**config.mk**
```make
export PLATFORM = sky130hd
export DESIGN_NAME = imem_loader
export DESIGN_NICKNAME = d
export VERILOG_FILES = /design/src/rtl/imem_loader.sv
export SDC_FILE = /design/constraint.sdc
export NUM_CORES = 1
export LEC_CHECK = 0
export ABC_AREA = 1
export ABC_CLOCK_PERIOD_IN_PS = 1800
export BUFFER_PORTS_ARGS = -buffer_cell sky130_fd_sc_hd__buf_2
export CORE_MARGIN = 2
export CORE_UTILIZATION = 40
export CTS_CLUSTER_SIZE = 8
export DETAILED_ROUTE_END_ITERATION = 12
export PLACE_DENSITY = 0.58
export RECOVER_POWER = 100
export REMOVE_ABC_BUFFERS = 1
export SYNTH_ARGS = -nofsm -noshare
export SYNTH_HDL_FRONTEND = slang
export SYNTH_SLANG_ARGS = --single-unit
```
**constraint.sdc**
```tcl
create_clock -name clk -period 1.8 [get_ports clk]
set_input_delay 0.27 -clock clk [delete_from_list [all_inputs] [get_ports clk]]
set_output_delay 0.27 -clock clk [all_outputs]
set_load 0.01 [all_outputs]
```
**src/rtl/imem_loader.sv**
```systemverilog
// imem_loader
//   Boot-time writer for the CPU instruction memory. Bytes arrive over a
//   valid/ready stream, least-significant byte first. Every group of four
//   bytes becomes one 32-bit word, written to consecutive word-aligned
//   addresses starting at 0. The CPU is held in reset until the requested
//   number of words has been written.
//
// Ports
//   clk, reset            clock, synchronous active-high reset
//   start, word_count     begin a load of word_count words (IDLE/DONE only)
//   byte_valid/byte_data  incoming byte stream
//   byte_ready            a byte can be accepted this cycle
//   imem_we/addr/wdata    instruction memory write port (one pulse per word)
//   cpu_reset             1 = hold the CPU in reset
//   busy, done, error     load status
module imem_loader #(
    parameter int ADDR_WIDTH     = 8,
    parameter int TIMEOUT_CYCLES = 1024
) (
    input  logic                  clk,
    input  logic                  reset,
    input  logic                  start,
    input  logic [ADDR_WIDTH:0]   word_count,
    input  logic                  byte_valid,
    input  logic [7:0]            byte_data,
    output logic                  byte_ready,
    output logic                  imem_we,
    output logic [31:0]           imem_addr,
    output logic [31:0]           imem_wdata,
    output logic                  cpu_reset,
    output logic                  busy,
    output logic                  done,
    output logic                  error
);

    localparam int TW = $clog2(TIMEOUT_CYCLES + 1);
    // Memory depth in words; the largest count a load may request.
    localparam logic [ADDR_WIDTH:0] DEPTH = {1'b1, {ADDR_WIDTH{1'b0}}};

    typedef enum logic [2:0] {
        S_IDLE,
        S_RECV,
        S_WRITE,
        S_DONE,
        S_ERR
    } state_t;

    state_t                state, state_next;
    logic [1:0]            byte_idx;
    logic [ADDR_WIDTH:0]   word_idx;
    logic [ADDR_WIDTH:0]   word_idx_inc;
    logic [ADDR_WIDTH:0]   count;
    logic [TW-1:0]         timer;
    logic [23:0]           word_lo;   // bytes 0..2; byte 3 goes straight to imem_wdata
    logic                  accept;
    logic                  load_start;

    assign accept       = byte_valid && (state == S_RECV);
    assign word_idx_inc = word_idx + 1'b1;

    always_ff @(posedge clk) begin
        if (reset) begin
            state <= S_IDLE;
        end else begin
            state <= state_next;
        end
    end

    always_comb begin
        state_next = state;
        byte_ready = 1'b0;
        busy       = 1'b0;
        done       = 1'b0;
        error      = 1'b0;
        cpu_reset  = 1'b1;
        imem_we    = 1'b0;
        load_start = 1'b0;
        case (state)
            S_IDLE, S_DONE: begin
                if (state == S_DONE) begin
                    done      = 1'b1;
                    cpu_reset = 1'b0;
                end
                if (start) begin
                    if (word_count == '0) begin
                        state_next = S_DONE;
                    end else if (word_count > DEPTH) begin
                        state_next = S_ERR;
                    end else begin
                        state_next = S_RECV;
                        load_start = 1'b1;
                    end
                end
            end
            S_RECV: begin
                byte_ready = 1'b1;
                busy       = 1'b1;
                if (byte_valid) begin
                    if (byte_idx == 2'd3) begin
                        state_next = S_WRITE;
                    end
                end else if (timer == TW'(TIMEOUT_CYCLES - 1)) begin
                    // This idle cycle brings the timer to TIMEOUT_CYCLES.
                    state_next = S_ERR;
                end
            end
            S_WRITE: begin
                imem_we = 1'b1;
                busy    = 1'b1;
                if (word_idx_inc == count) begin
                    state_next = S_DONE;
                end else begin
                    state_next = S_RECV;
                end
            end
            S_ERR: begin
                error = 1'b1;
            end
            default: begin
                state_next = S_IDLE;
            end
        endcase
    end

    always_ff @(posedge clk) begin
        if (reset) begin
            byte_idx   <= '0;
            word_idx   <= '0;
            count      <= '0;
            timer      <= '0;
            word_lo    <= '0;
            imem_addr  <= '0;
            imem_wdata <= '0;
        end else begin
            if (load_start) begin
                byte_idx <= '0;
                word_idx <= '0;
                timer    <= '0;
                count    <= word_count;
            end
            if (accept) begin
                byte_idx <= byte_idx + 2'd1;
                timer    <= '0;
                case (byte_idx)
                    2'd0: word_lo[7:0]   <= byte_data;
                    2'd1: word_lo[15:8]  <= byte_data;
                    2'd2: word_lo[23:16] <= byte_data;
                    default: begin
                        // Last byte: present the whole word during WRITE and
                        // keep it (and its address) afterwards.
                        imem_wdata <= {byte_data, word_lo};
                        imem_addr  <= 32'({word_idx[ADDR_WIDTH-1:0], 2'b00});
                    end
                endcase
            end else if (state == S_RECV) begin
                timer <= timer + TW'(1);
            end
            if (state == S_WRITE) begin
                word_idx <= word_idx_inc;
            end
        end
    end

endmodule
```
==> flow_summary.ini <==
[die]
core-area_mm2 = 0.0104
start_util_pct = 41.4
die_h_um = 108
io_pins = 91
rows = 37
die_w_um = 108
dieArea_mm2 = 0.0116

[grt]
overflow = 0
track_usage_pct = 17.2
grt_pass1_vias = 3439
grt_first_pass_wirelength_um = 16000
antenna_found_initial = 0
grt_max_degree = 53

[timing]
tns_ns = 0
worst_pin_slew_ns = 0.578
fin_crit_sh_pct = 93.5
max_clock_freq_mhz = 594
finalMaxSlewViolations = 0
fin_ws_ns = 0.116
rsz0062_at_grt = true
fin_crit_ns = 1.68
setup_violations = 0
max_slew_margin_pct = 61.4
hold_violations = 0
clock_skew_ns = 0.00999

[logic_synthesis]
synth_area_mm2 = 0.00431
yosys-top-cells-area = dfxtp_1 45%, a21oi_1 11%, nand2_1 7.3%
synth_top_flop_cell = dfxtp_1
syn_inst = 584
synth-seq-area-share_pct = 45.5
yosys.cell_count.top_type = dfxtp_1
synth_top_area_share_pct = 45.5
ys_ff_latch = 98
async_flop_share_pct = 0
syn_area_per_cell_um2 = 7.39
ys_warn_count = 0
synthTopCellsByCount = 98 x dfxtp_1, 92 x a21oi_1, 84 x nand2_1
synth_area_leader_cell = dfxtp_1
ys_types = 29
synth_edf_count = 0

[cells_and_area]
drive_above_1_share_pct = 15.7
final_util_pct = 48.4
nNetsFinal = 686
num_antenna_cells = 0
finalNonFillerCells = 797
area_growth_syn_to_layout_pct = 17.0
design_area_mm2 = 0.00505

[route]
vias = 3842
drc = 0
drt_wl_total_um = 9960
drt_iter0_drc = 220
wire_per_inst_um = 12.5
ant_nets = 0
via_per_inst = 4.82
drt_first_pass_iters = 4

[clocking]
cts_tree = done
cts.sinks = 98
numCtsBuffers = 9
clk_pin_slew_ns = 0.10
cts_max_level = 3
clk_path_buf_depth = 2
ctsHoldBuffers = 0
clock_latency_ns = 0.36
cts_root_buffer = clkbuf_8

[pwr]
leakage_nw = 1.87
power_density_mw_per_mm2 = 939
ir_drop_mv = 0.541

[setup_path]
cp.required_ns = 1.53
cp-end-kind = output pin
path_class = reg -> out
worstPathMaxFanout = 11
cp-start-kind = flop
critPathArrivalTime_ns = 1.41

[placement]
gp_congestion = 0.812
place_inst = 777
io_buffers = 66
hpwl_um = 6790
place_area_mm2 = 0.00475
dp_slack_ns = -0.0453

[min_path]
hp-class = in -> reg

[run_status]
outcome = finished, final reports clean

[flow_run]
maxCapViolations = 0
==> final cells by class <==
cell class              instances  area (um2)
fillers                      1084        5370
multi-input cells             400        2030
flip-flops and latches         98        1980
repair buffers                 88         462
inverters                      59         224
well taps                     136         170
clock buffers                  11         151
clock inverters                 5        28.8
==> through the flow <==
step,hold WS (ns),power (mW)
6_report,0.162,4.74
5_1_grt,0.164,5.01
4_1_cts,0.148,4.71
3_5_place_dp,0.444,3.36
3_3_place_gp,0.437,3.35
2_1_floorplan,0.339,3.04
==> per-layer routing <==
| layer | routed length (um) | share of wire (%) | global-route usage, % |
|---|---|---|---|
| met5 | 0 | 0 | 0 |
| met4 | 159 | 1.6 | 6.23 |
| met3 | 444 | 4.5 | 3.21 |
| met2 | 4290 | 43 | 27.4 |
| met1 | 5060 | 51 | 23.3 |
==> worst max-delay path, stage by stage (launching register included) <==
cell	delay [ns]
dfxtp_2	0.39
inv_1	0.11
nor3_4	0.16
buf_4	0.23
buf_2	0.16
==> cell families (layout without fill, tap and decap cells) <==
group	Yosys count	in the layout	synth area share [%]
AOI/OAI and AO/OA	144	144	17.5
and+or+nand+nor	218	218	21.3
xor gates and xnor gates	5	5	1.02
DFF	98	98	45.5
buffers and inverters	109	163	12.0
adders and majority gates	9	9	2.61
other	1	24	0.0869
==> power breakdown <==
| part | leakage [nW] | switching [mW] | internal [mW] | total, mW |
|---|---|---|---|---|
| combinational | 0.974 | 0.636 | 0.336 | 0.972 |
| sequential | 0.796 | 0.106 | 2.31 | 2.42 |
| clock | 0.0988 | 0.774 | 0.572 | 1.35 |
| total | 1.87 | 1.52 | 3.22 | 4.74 |
==> layout by cell type (no fill, tap or decap), drive strengths merged, types with 9 or more instances in the layout <==
master	count
o21ai	41
buf	48
nand3	37
ha	9
nor2	86
dfxtp	98
inv	59
a21oi	92
clkbuf	51
conb	24
nand2	86
==> worst paths after layout <==
kind	startpoint	to	slack [ns]	depth (start not counted)
min reg2reg	word_lo[10]	word_lo[10]	0.46	2
min	word_count[1]	count[1]	0.16	3
max reg2reg	timer[0]	state[1]	0.13	11
max	state[0]	byte_ready	0.12	4
==> repair_timing <==
| item | 4_1_cts | 5_1_grt |
|---|---|---|
| resized for setup | 4 | 39 |
| endpoints found under the setup margin | 3 | 44 |
| hold endpoints to repair | 0 | 0 |
| buffers inserted | 0 | 4 |
| pin swaps | 0 | 5 |
==> sequential cells by signal (all words and copies together), names as in the netlist <==
signal	flops
imem_wdata	32
word_lo	24
timer	11
count	9
word_idx	9
imem_addr	8
state	3
byte_idx	2
Power figures use the tool's default switching activity.
